**src/rtl/inst_fetch_stage.sv**
```systemverilog
// Instruction fetch front end: issues word fetches over a valid/ready request port with in-order
// responses, buffers up to DEPTH instructions in a prefetch queue and presents {inst, pc} to decode.
// A redirect flushes the queue and discards every response still in flight.
// Optional build macro FETCH_PERF_CNT_EN adds perf_fetched_o / perf_flushed_o event counters.
module inst_fetch_stage #(
    parameter int unsigned DEPTH    = 4,
    parameter logic [31:0] RESET_PC = 32'h0
) (
    input  logic        clk_i,
    input  logic        rst_i,
    output logic        imem_req_valid_o,
    input  logic        imem_req_ready_i,
    output logic [31:0] imem_req_addr_o,
    input  logic        imem_rsp_valid_i,
    input  logic [31:0] imem_rsp_data_i,
    input  logic        redirect_valid_i,
    input  logic [31:0] redirect_pc_i,
`ifdef FETCH_PERF_CNT_EN
    output logic [31:0] perf_fetched_o,
    output logic [31:0] perf_flushed_o,
`endif
    output logic        inst_valid_o,
    input  logic        inst_ready_i,
    output logic [31:0] inst_o,
    output logic [31:0] inst_pc_o
);

    localparam int unsigned IdxW = $clog2(DEPTH);
    localparam int unsigned PtrW = IdxW + 1;
    localparam logic [PtrW-1:0] DepthP = PtrW'(DEPTH);

    // Pointers carry one extra wrap bit so full and empty are distinguishable.
    logic [PtrW-1:0] alloc_ptr_q, alloc_ptr_d;
    logic [PtrW-1:0] fill_ptr_q, fill_ptr_d;
    logic [PtrW-1:0] rd_ptr_q, rd_ptr_d;
    logic [PtrW-1:0] outst_q, outst_d;
    logic [PtrW-1:0] drop_cnt_q, drop_cnt_d;
    logic [31:0]     fetch_pc_q, fetch_pc_d;
    logic            inst_valid_q, inst_valid_d;
    logic [31:0]     inst_q, inst_d;
    logic [31:0]     inst_pc_q, inst_pc_d;

    logic [31:0] pc_mem_q   [DEPTH];
    logic [31:0] data_mem_q [DEPTH];

    logic            req_valid;
    logic            accept;
    logic            pop;
    logic            rsp_drop;
    logic            fill_en;
    logic [PtrW-1:0] alloc_cnt;
    logic [IdxW-1:0] head_idx;

    // Handshake decode: issue gating, accept, pop and response routing.
    always_comb begin
        alloc_cnt = alloc_ptr_q - rd_ptr_q;
        req_valid = !rst_i && !redirect_valid_i && (alloc_cnt < DepthP) && (outst_q < DepthP);
        accept    = req_valid && imem_req_ready_i;
        // A pop coinciding with a redirect is ignored; the head is flushed instead.
        pop       = inst_valid_q && inst_ready_i && !redirect_valid_i;
        rsp_drop  = imem_rsp_valid_i && (drop_cnt_q != '0);
        fill_en   = imem_rsp_valid_i && (drop_cnt_q == '0) && !redirect_valid_i;
    end

    // Next-state for fetch address, queue pointers and in-flight bookkeeping.
    always_comb begin
        fetch_pc_d  = fetch_pc_q;
        alloc_ptr_d = alloc_ptr_q;
        fill_ptr_d  = fill_ptr_q;
        rd_ptr_d    = rd_ptr_q;
        outst_d     = outst_q;
        drop_cnt_d  = drop_cnt_q;
        if (redirect_valid_i) begin
            fetch_pc_d  = redirect_pc_i & 32'hFFFF_FFFC;
            alloc_ptr_d = '0;
            fill_ptr_d  = '0;
            rd_ptr_d    = '0;
            // Everything still in flight is stale; a same-cycle response is discarded here.
            outst_d     = outst_q - PtrW'(imem_rsp_valid_i);
            drop_cnt_d  = outst_q - PtrW'(imem_rsp_valid_i);
        end else begin
            if (accept) begin
                fetch_pc_d = fetch_pc_q + 32'd4;
            end
            alloc_ptr_d = alloc_ptr_q + PtrW'(accept);
            fill_ptr_d  = fill_ptr_q + PtrW'(fill_en);
            rd_ptr_d    = rd_ptr_q + PtrW'(pop);
            outst_d     = outst_q + PtrW'(accept) - PtrW'(imem_rsp_valid_i);
            drop_cnt_d  = drop_cnt_q - PtrW'(rsp_drop);
        end
    end

    // Registered head: next head slot, bypassing a response that fills it this cycle.
    always_comb begin
        head_idx     = rd_ptr_d[IdxW-1:0];
        inst_valid_d = !redirect_valid_i && (fill_ptr_d != rd_ptr_d);
        inst_d       = inst_q;
        inst_pc_d    = inst_pc_q;
        if (inst_valid_d) begin
            inst_pc_d = pc_mem_q[head_idx];
            if (fill_en && (fill_ptr_q[IdxW-1:0] == head_idx)) begin
                inst_d = imem_rsp_data_i;
            end else begin
                inst_d = data_mem_q[head_idx];
            end
        end
    end

    // Control state with synchronous reset.
    always_ff @(posedge clk_i) begin
        if (rst_i) begin
            fetch_pc_q   <= RESET_PC;
            alloc_ptr_q  <= '0;
            fill_ptr_q   <= '0;
            rd_ptr_q     <= '0;
            outst_q      <= '0;
            drop_cnt_q   <= '0;
            inst_valid_q <= 1'b0;
            inst_q       <= '0;
            inst_pc_q    <= '0;
        end else begin
            fetch_pc_q   <= fetch_pc_d;
            alloc_ptr_q  <= alloc_ptr_d;
            fill_ptr_q   <= fill_ptr_d;
            rd_ptr_q     <= rd_ptr_d;
            outst_q      <= outst_d;
            drop_cnt_q   <= drop_cnt_d;
            inst_valid_q <= inst_valid_d;
            inst_q       <= inst_d;
            inst_pc_q    <= inst_pc_d;
        end
    end

    // Queue storage: pc captured at accept, instruction word at live response.
    always_ff @(posedge clk_i) begin
        if (accept) begin
            pc_mem_q[alloc_ptr_q[IdxW-1:0]] <= fetch_pc_q;
        end
        if (fill_en) begin
            data_mem_q[fill_ptr_q[IdxW-1:0]] <= imem_rsp_data_i;
        end
    end

`ifdef FETCH_PERF_CNT_EN
    logic [31:0] perf_fetched_q;
    logic [31:0] perf_flushed_q;
    logic [31:0] flush_inc;

    // Flushed events: discarded responses plus filled entries thrown away by a redirect.
    always_comb begin
        flush_inc = 32'(rsp_drop);
        if (redirect_valid_i) begin
            flush_inc = 32'(fill_ptr_q - rd_ptr_q) + 32'(imem_rsp_valid_i);
        end
    end

    // Free-running event counters, wrapping at 2^32.
    always_ff @(posedge clk_i) begin
        if (rst_i) begin
            perf_fetched_q <= '0;
            perf_flushed_q <= '0;
        end else begin
            perf_fetched_q <= perf_fetched_q + 32'(pop);
            perf_flushed_q <= perf_flushed_q + flush_inc;
        end
    end

    assign perf_fetched_o = perf_fetched_q;
    assign perf_flushed_o = perf_flushed_q;
`endif

    assign imem_req_valid_o = req_valid;
    assign imem_req_addr_o  = fetch_pc_q;
    assign inst_valid_o     = inst_valid_q;
    assign inst_o           = inst_q;
    assign inst_pc_o        = inst_pc_q;

endmodule

```
**config.mk**
```make
export PLATFORM = sky130hd
export DESIGN_NAME = inst_fetch_stage
export DESIGN_NICKNAME = d
export VERILOG_FILES = /design/src/rtl/inst_fetch_stage.sv
export SDC_FILE = /design/constraint.sdc
export NUM_CORES = 1
export LEC_CHECK = 0
export CELL_PAD_IN_SITES_DETAIL_PLACEMENT = 1
export CELL_PAD_IN_SITES_GLOBAL_PLACEMENT = 1
export CORE_AREA = 2 2 171 190
export CTS_BUF_LIST = sky130_fd_sc_hd__clkbuf_8
export CTS_CLUSTER_SIZE = 8
export DETAILED_ROUTE_END_ITERATION = 8
export DIE_AREA = 0 0 173 192
export PLACE_DENSITY = 0.84
export SLEW_MARGIN = 0
export SYNTH_ARGS = -nofsm -noshare
export SYNTH_HDL_FRONTEND = slang
export SYNTH_SLANG_ARGS = --single-unit
```
**constraint.sdc**
```tcl
create_clock -name clk_i -period 6.1 [get_ports clk_i]
set_input_delay 1.525 -clock clk_i [delete_from_list [all_inputs] [get_ports clk_i]]
set_output_delay 1.525 -clock clk_i [all_outputs]
set_load 0.02 [all_outputs]
```
==> Word-level counts from Yosys, hierarchy flattened <==
Memory sizes are Yosys's and may differ from the RTL's. A register that Yosys moved wholly into a read port is not among the register bits.
Cells that the tools add are included.
Widths: inputs -> output; s select.
{ "op_classes": {"add_sub_neg": 9, "order_cmp": 2, "eq_ne": 1, "n_mux": 10, "reduce_logical": 16} }
{ "ops": {"columns": ["cell", "count"], "rows": [
  ["$mux 32", 2],
  ["$add 32x3->32 const B", 1],
  ["$add 3x1->3", 4],
  ["$mux 3", 4],
  ["$logic_and 1x1->1", 10],
  ["$sub 3x1->3", 3],
  ["$lt 3x3->1 const B", 2],
  ["$mux 1", 4],
  ["$logic_not 3->1", 1],
  ["$ne 3x3->1", 1],
  ["$reduce_bool 3->1", 1],
  ["$sub 3x3->3", 1],
  ["$logic_not 1->1", 2],
  ["$reduce_bool 2->1", 1],
  ["$reduce_or 2->1", 1]
]} }
{ "totals": {"register_bits": 48, "mem_bits_rw": 256, "in_bits": 70, "output_inout_bits": 98, "wordCells": 48, "memories": 2} }
{ "memory_table": {"columns": ["name", "depth", "word_bits", "read_ports", "rd_ports_with_merged_regs", "write_ports", "line_no", "source"], "rows": [
  ["data_mem_q", 4, 32, 1, 1, 1, "44", "logic [31:0] data_mem_q [DEPTH];"],
  ["pc_mem_q", 4, 32, 1, 1, 1, "43", "logic [31:0] pc_mem_q [DEPTH];"]
]} }

==> Longest topological paths before layout <==
Gate-level depths: netlist of run 1.
{ "logic_depth": {"ltp_word": 8, "ltp_mapped": 14, "ltp_nobuf": 12} }

==> Worst setup path before layout of run 1 <==
No wires, ideal clock.
{ "synth_path": {"path_type": "input -> register", "startpoint": "input port rst_i", "endpoint": "memory pc_mem_q[2][10], enable pin", "setup_ps": 461, "t_arrival_ps": 4785, "required_time_ps": 5639, "path_slack_ps": 854, "cell_stages": 7, "n_path_buf": 3, "path_cell_list": "buf_2 -> nor4b_2 -> and2_1 -> mux2i_2 -> buf_2 -> buf_2 -> nor3b_1"} }
{ "synth_via": {"elab_chain_cells": 7} }
{ "synth_rtl": {"columns": ["element", "line_no", "source"], "rows": [
  ["start: declaration", "10", "input logic rst_i,"],
  ["$logic_not 1->1", "57", "req_valid = !rst_i && !redirect_valid_i && (alloc_cnt < DepthP) && (outst_q < DepthP);"],
  ["$logic_and 1x1->1 (3 in a row)", "57", null],
  ["$logic_and 1x1->1", "58", "accept = req_valid && imem_req_ready_i;"],
  ["$mux 1", "136", "if (accept) begin"],
  ["$mux 1 (implied by the code)", "137", "pc_mem_q[alloc_ptr_q[IdxW-1:0]] <= fetch_pc_q;"],
  ["end: declaration", "43", null]
]} }
No other way between the ends.

==> Worst setup path after layout of run 1 <==
{ "layout_path": {"startpoint": "input port rst_i", "endpoint": "output port imem_req_valid_o"} }
{ "layout_via": {"elab_chain_cells": 4} }
{ "layout_rtl": {"columns": ["element", "line_no", "source"], "rows": [
  ["$logic_not 1->1", "57", null],
  ["$logic_and 1x1->1 (3 in a row)", "57", null],
  ["end: declaration", "11", "output logic imem_req_valid_o,"]
]} }
No other way between the ends.

==> summary.txt, run 1 <==
Logic synthesis
  • Avg Inst Size Synth: approximately 12 sq um
  • Largest family of logic cells by synthesized area: simple AND/OR/NAND/NOR gates
  • Post-synthesis xor/xnor area fraction: 0.903%
  • Synth Area in Compound Gates: between 10 and 15%
  • Post-Syn Instances: 1,180
  • Seq/Total Area, Yosys: between 60% and 70%
  • Synth top area cells: edfxtp_1 (51%), dfxtp_1 (15%), nand2_1 (5.7%)
  • Synth top area share: 51.2%
  • Post-synth ARST share: 0%
  • Synth Area in Simple Gates: 13.6%
  • Mux contribution to synthesized area: roughly 2.7%
  • Yosys reg bits: about 360
  • Cell Area, Synth: 14,600 sq um
  • YS warnings: 0
  • Yosys cell types: between 60 and 70
  • Most frequent cell after synthesis: edfxtp_1
  • Synth cell count leaders: edfxtp_1 (248), nand2_1 (220), dfxtp_1 (108)
  • Synth area leader: edfxtp_1
  • EDFF count, synth: 248
  • Adder-Cell Fraction of Synth Area: 1.34%
  • Prevailing post-synth register cell: edfxtp_1

Global routing
  • Gr usage total: 23.4%
  • Largest net degree at the start of global routing: 69
  • Initial antenna violation count: 3
  • Wire length of the first global-routing pass: 60,900 um
  • Total congestion overflow: 0
  • Vias in the first global route: 11,172

Route
  • Antenna Violating Nets Remaining: 0
  • Routed len/inst: about 22 um
  • Vias/cell: 5.81
  • Total routed wirelength: 39,200 um
  • Starting DRT DRC Count: around 660
  • Post-route DRC violation count: 0
  • Pre-Repair DR Iteration Count: 5
  • Via Count: 10,462

STA
  • Slew HR: between 20% and 30%
  • Worst Skew: 0.0354 ns
  • Slew Limit Fails: 0
  • Worst-margin pin slew: 1.08 ns
  • Period utilisation layout: 78.1%
  • Fmax: 210 MHz
  • Fin. Hold Viols: 0
  • Count of endpoints failing setup in the final report: 0
  • Unrepaired setup endpoints after global routing: false
  • Setup_tns: 0 ns
  • Fin crit period: 4.76 ns

Floorplanning
  • Die area: 33,200 sq um
  • Die W: 173 um
  • Site Rows: 68
  • # IOs: roughly 170
  • Die Y-Extent: between 150 and 200 um
  • Core area: 31,100 sq um
  • Initial core utilization: between 40 and 50%

Final layout
  • Fin util: about 56%
  • Layout Nets: 1,417
  • Finished Cell Area: about 18,000 sq um
  • Area Growth Syn to Fin: 20.7%
  • Share of post-route cells with drive strength above 1: 10.8%
  • Post-route insts no fill: 1,801

Clock tree
  • # hold bufs at CTS: 0
  • Clk sinks: 356
  • Clock latency on the worst-skew pair: 0.60 ns
  • Max clock buf depth: 3
  • Post-CTS Setup Repair Bufs: 0
  • Worst-path clk slew: 0.05 ns
  • Post-CTS sizing: 0
  • H-tree depth: 2
  • CTS root buf: clkbuf_8
  • TritonCTS buffer count: 56
  • CTS tree: built

Power and ir drop
  • Clock share of power: a little over a third
  • Worst vdd ir: 0.149 mV
  • Sw Share: 24.9%
  • Pleak: around 5.9 nW
  • PD cells: 289 nW/um^2
  • Sw power: 0.00126 W
  • P_int: 0.00381 W
  • Sequential share of power: 53.9%
  • Combinational power share: 9.8%

Setup path
  • WS Path Type: in2out
  • R2R Path Start: inst_valid_o$_SDFF_PP0_
  • Slowest cell on the critical path: clkdlybuf4s50_1
  • CP startpoint kind: primary input
  • Largest delay share family, worst path: buffers and inverters
  • Worst Path Max Fanout: 9
  • CP max stage delay: 0.67 ns
  • WP data arrival: 3.24 ns
  • Worst R2R Setup Slack: 2.82 ns
  • Critical path, cell by cell: buf_4, inv_1, nand2_1, nor3_1, clkdlybuf4s50_1
  • CP required: 4.58 ns
  • Critical path capture point type: primary output
  • Worst R2R Path Depth: 8
  • Crit Reg-Reg Endpoint: inst_pc_o[13]$_SDFFE_PP0P_
  • Critical path buffers and inverters: 3

Flow run
  • Max-Cap Viols: 0

Min path
  • Worst Hold Endpoint: inst_pc_o[8]$_SDFFE_PP0P_
  • Hold crit path type: reg2reg
  • HP Start: inst_pc_o[8]$_SDFFE_PP0P_
  • Worst Hold Depth: 2

Place
  • GP Congestion: 0.818
  • Placement Cell Area: 16,500 sq um
  • Port buffer count: 161
  • Placed Cells: approximately 1,700
  • HPWL after detailed placement: 23,300 um

Status
  • Outcome: completed
## layer usage
layer / vias to the layer above / GRT usage (%) / wire (um)
met4: 2 / 9.26 / 1090
met1: 5278 / 28.4 / 15900
met2: 354 / 41.7 / 20100
li1: 4744 / - / -
met5: - / 0 / 13
met3: 84 / 3.82 / 2090
## state kept, by name, indices dropped and copies added, names as in the netlist, 30 cells and up
signal           flops
data_mem_q         128
pc_mem_q           120
inst_o              32
imem_req_addr_o     30
inst_pc_o           30
## cells by family after synthesis
family | Yosys count
XOR/XNOR | 15
other | 1
AO/OA/AOI/OAI | 229
AND/OR/NAND/NOR | 421
buffers and inverters | 108
flip-flops | 356
multiplexers | 35
adder cells (fa/ha/maj) | 15
## cells in the final DEF, fill, tap and decap left out, types with 7 or more instances in the layout
cell type / count
nor2b_1: 33
nor2_1: 49
a21oi_1: 39
o311ai_0: 13
and2_1: 9
dfxtp_1: 108
mux2_2: 30
a211oi_1: 34
edfxtp_1: 248
clkbuf_8: 62
inv_1: 48
a311oi_1: 36
nand2_1: 220
xnor2_1: 9
or4_1: 14
clkinv_2: 7
buf_4: 21
and3_1: 7
clkdlybuf4s50_1: 159
ha_1: 13
a311o_1: 35
a31oi_1: 15
o211ai_1: 30
nand3_1: 42
## metrics by stage
stage          worst slack (ns)  hold WS (ns)  total power [W]
3_5_place_dp               1.19         0.455          0.00328
4_1_cts                    1.26         0.462          0.00511
3_3_place_gp               1.29         0.445          0.00325
5_1_grt                    1.24         0.472          0.00526
2_1_floorplan             0.854         0.488          0.00303
6_report                   1.34         0.455          0.00507
## worst min-delay path, stage by stage (launching register included)
cell and delay, ns:
dfxtp_1 0.30, nand2_1 0.05, a21oi_1 0.05
## worst max path at each step
stage | from | to | cells past startpoint
5_1_grt | rst_i | imem_req_valid_o | 5
3_5_place_dp | inst_ready_i | inst_pc_o[13]$_SDFFE_PP0P_ | 9
4_1_cts | rst_i | imem_req_valid_o | 5
2_1_floorplan | rst_i | pc_mem_q[2][10]$_DFFE_PP_ | 7
6_report | rst_i | imem_req_valid_o | 5
3_3_place_gp | rst_i | imem_req_valid_o | 5
## power by group through the flow
stage	clock [W]	combinational (W)	sequential, W
2_1_floorplan	0	0.000218	0.00282
3_3_place_gp	0	0.000473	0.00278
3_5_place_dp	0	0.000493	0.00278
4_1_cts	0.00188	0.000499	0.00273
5_1_grt	0.00198	0.000535	0.00274
6_report	0.00184	0.000495	0.00273
## area by class of cell
class                           instances  area, sq um
Fill cell                            3207        13600
Inverter                               17         63.8
Clock inverter                         43          175
Antenna cell                            2         5.00
Clock buffer                           62          853
Sequential cell                       356         9610
Multi-Input combinational cell        719         4550
Tap cell                              420          526
Timing Repair Buffer                  182         1770
No activity file was read; power rests on OpenSTA's default activity.
==> run 2, diff against run 1 <==
Clock period 6.1 ns to 4.5 ns, I/O delays scaled along.
==> run 2 against run 1 <==
  * Register-to-register slack worse by 1.5 ns
  * Total power is 37% higher
  * Hold slack worse by 0.00075 ns
  * Clock skew is 0.017 ns lower
  * Core utilization is 0.42 points higher
  * Final cell count is 0.22% higher
  * First-iteration DRC count is 1.7% lower
  * Highest routed layer is now met4
  * Design area is 0.74% higher
==> summary.txt, run 2 (same netlist as run 1, synthesis figures left out) <==
Floorplanning
  • Die W: 173 um (unchanged)
  • Site Rows: 68 (unchanged)
  • Core area: 31,100 sq um (unchanged)
  • Die area: 33,200 sq um (unchanged)
  • # IOs: 168 (unchanged)
  • Initial core utilization: 46.7% (unchanged)
  • Die Y-Extent: 192 um (unchanged)

Place
  • GP Congestion: 0.825 (+0.77%)
  • Dpl ws: 0.301 ns (-0.887 ns)
  • Port buffer count: 161 (unchanged)
  • Placement Cell Area: 16,700 sq um (+0.78%)
  • HPWL after detailed placement: 24,000 um (+3.4%)

Global routing
  • Total congestion overflow: 0 (unchanged)
  • Gr usage total: 24.5% (+1.1 points)
  • Initial antenna violation count: 0 (-3)
  • Wire length of the first global-routing pass: 63,800 um (+4.8%)
  • Largest net degree at the start of global routing: 65 (-5.8%)
  • Vias in the first global route: 11,431 (+2.3%)

Final layout
  • Max FFs per register: 128 (unchanged)
  • Area Growth Syn to Fin: 21.6%
  • Antenna diodes: 0 (-2)
  • Layout filler cell count: 3,200 (-0.22%)
  • Fin util: 56.8% (+0.42 points)
  • Finished Cell Area: 17,700 sq um (+0.74%)
  • Area of the multi-input gates: 4560 sq um (+0.25%)
  • Most common cell after layout, fill and taps aside: edfxtp_1
  • Reg area: 9610 sq um (unchanged)
  • Layout Nets: 1,425 (+0.56%)
  • Share of post-route cells with drive strength above 1: 11.3% (+0.46 points)
  • Most frequent cells in the layout: edfxtp_1 (248), nand2_1 (220), clkdlybuf4s50_1 (159)

Route
  • Starting DRT DRC Count: 653 (-1.7%)
  • Post-route DRC violation count: 0 (unchanged)
  • Routed len/inst: 22.5 um (+3.4%)
  • Via Count: 10,602 (+1.3%)
  • Total routed wirelength: 40,600 um (+3.6%)
  • Vias/cell: 5.87 (+1.1%)
  • Pre-Repair DR Iteration Count: 5 (unchanged)
  • Antenna Violating Nets Remaining: 0 (unchanged)

STA
  • Period utilisation layout: 84.9%
  • Setup_tns: 0 ns (unchanged)
  • Count of endpoints failing setup in the final report: 0 (unchanged)
  • Unrepaired setup endpoints after global routing: false
  • Fin. Hold Viols: 0 (unchanged)
  • Slew HR: 27.9% (about the same)
  • Fmax: 262 MHz
  • Hold WS: 0.455 ns (-0.000749 ns)
  • Fin crit period: approximately 3.8 ns
  • Worst setup margin: 0.681 ns (-0.656 ns)
  • Slew Limit Fails: 0 (unchanged)
  • Worst-margin pin slew: 1.07 ns (-0.00763 ns)
  • Worst Skew: 0.0182 ns (-0.0171 ns)

Status
  • Outcome: completed

Flow run
  • Max-Cap Viols: 0 (unchanged)

Setup path
  • CP startpoint kind: flop
  • Worst R2R Setup Slack: 1.34 ns (-1.48 ns)
  • Worst Path Max Fanout: 6 (-3)
  • R2R Path Start: drop_cnt_q[1]$_SDFF_PP0_
  • Crit Reg-Reg Endpoint: inst_o[4]$_SDFFE_PP0P_
  • Capture point of the worst path: imem_req_valid_o
  • Worst R2R Path Depth: 11 (+3)
  • WS Path Type: reg2out
  • WP data arrival: 2.69 ns (-0.55 ns)
  • Critical path capture point type: primary output
  • CP Launch Point: alloc_ptr_q[1]$_SDFF_PP0_
  • CP required: 3.38 ns (-1.20 ns)

Clock tree
  • TritonCTS buffer count: 55 (-1.8%)
  • CTS tree: built
  • # hold bufs at CTS: 0 (unchanged)
  • CTS root buf: clkbuf_8
  • Clock latency on the worst-skew pair: 0.61 ns (about the same)
  • H-tree depth: 2 (unchanged)
  • Post-CTS Setup Repair Bufs: 0 (unchanged)
  • Clk sinks: 356 (unchanged)
  • Worst-path clk slew: 0.06 ns (about the same)
  • Post-CTS sizing: 0 (unchanged)
  • Max clock buf depth: 3 (unchanged)

Power and ir drop
  • P_int: 0.00519 W (+36%)
  • Combinational power share: 9.8% (about the same)
  • PD cells: 392 nW/um^2 (+36%)
  • Sw power: 0.00174 W (+38%)
  • Worst vdd ir: 0.223 mV (+50%)
  • Clock share of power: 36.7% (+0.4 points)
  • Sw Share: 25.1% (+0.20 points)
  • Sequential share of power: 53.5% (-0.4 points)
  • Pleak: 5.97 nW (+0.78%)

Min path
  • Hold crit path type: reg2reg
==> run 2: cell count changes in the layout (fill, tap and decap cells not counted), moves of 2 or more <==
| cell | change |
|---|---|
| buf_4 | +5 |
| clkinv_2 | -4 |
| buf_12 | +4 |
| diode_2 | -2 |
| clkinv_1 | -2 |
==> run 2: worst min-delay path by stage <==
stage	from	to	slack (ns)	depth (start not counted)
6_report	inst_pc_o[15]$_SDFFE_PP0P_	inst_pc_o[15]$_SDFFE_PP0P_	0.45	2
5_1_grt	inst_pc_o[9]$_SDFFE_PP0P_	inst_pc_o[9]$_SDFFE_PP0P_	0.48	2
4_1_cts	inst_pc_o[15]$_SDFFE_PP0P_	inst_pc_o[15]$_SDFFE_PP0P_	0.46	2
3_5_place_dp	inst_pc_o[15]$_SDFFE_PP0P_	inst_pc_o[15]$_SDFFE_PP0P_	0.45	2
3_3_place_gp	inst_pc_o[24]$_SDFFE_PP0P_	inst_pc_o[24]$_SDFFE_PP0P_	0.45	2
2_1_floorplan	fill_ptr_q[2]$_SDFF_PP0_	fill_ptr_q[2]$_SDFF_PP0_	0.49	2
==> run 2: cell type report <==
class                           count  area share (%)
Tap cell                          420            2.97
Clock buffer                       63            4.90
Timing Repair Buffer              191            10.7
Clock inverter                     39           0.948
Sequential cell                   356            54.3
Inverter                           17           0.361
Multi-Input combinational cell    719            25.8
==> run 2: layer usage <==
layer	GRT usage [%]	part of all wire, %	up-vias
li1	-	-	4757
met1	30.4	41	5416
met2	44.1	52	355
met3	3.48	4.8	74
met4	7.92	2.2	0
met5	0	0	-
==> run 2: stage by stage <==
step | cells | power [W]
final | 1805 | 0.00693
after detailed placement | 1703 | 0.00445
after CTS | 1805 | 0.00699
after floorplan | 1183 | 0.00411
after global routing | 1805 | 0.00719
after global placement | 1703 | 0.00441
==> run 2: power by group through the flow <==
stage               combinational [W]  clock, W  sequential, W
floorplan                    0.000296         0        0.00382
global placement             0.000652         0        0.00376
detailed placement           0.000678         0        0.00377
CTS                          0.000687   0.00260        0.00371
global route                 0.000736   0.00273        0.00372
finish                       0.000680   0.00254        0.00371
==> run 2: critical path, stage by stage, from the launching register on <==
cell	delay [ns]
dfxtp_1	0.49
ha_1	0.29
a21o_1	0.22
xor2_1	0.17
nor3_1	0.24
clkdlybuf4s50_1	0.66
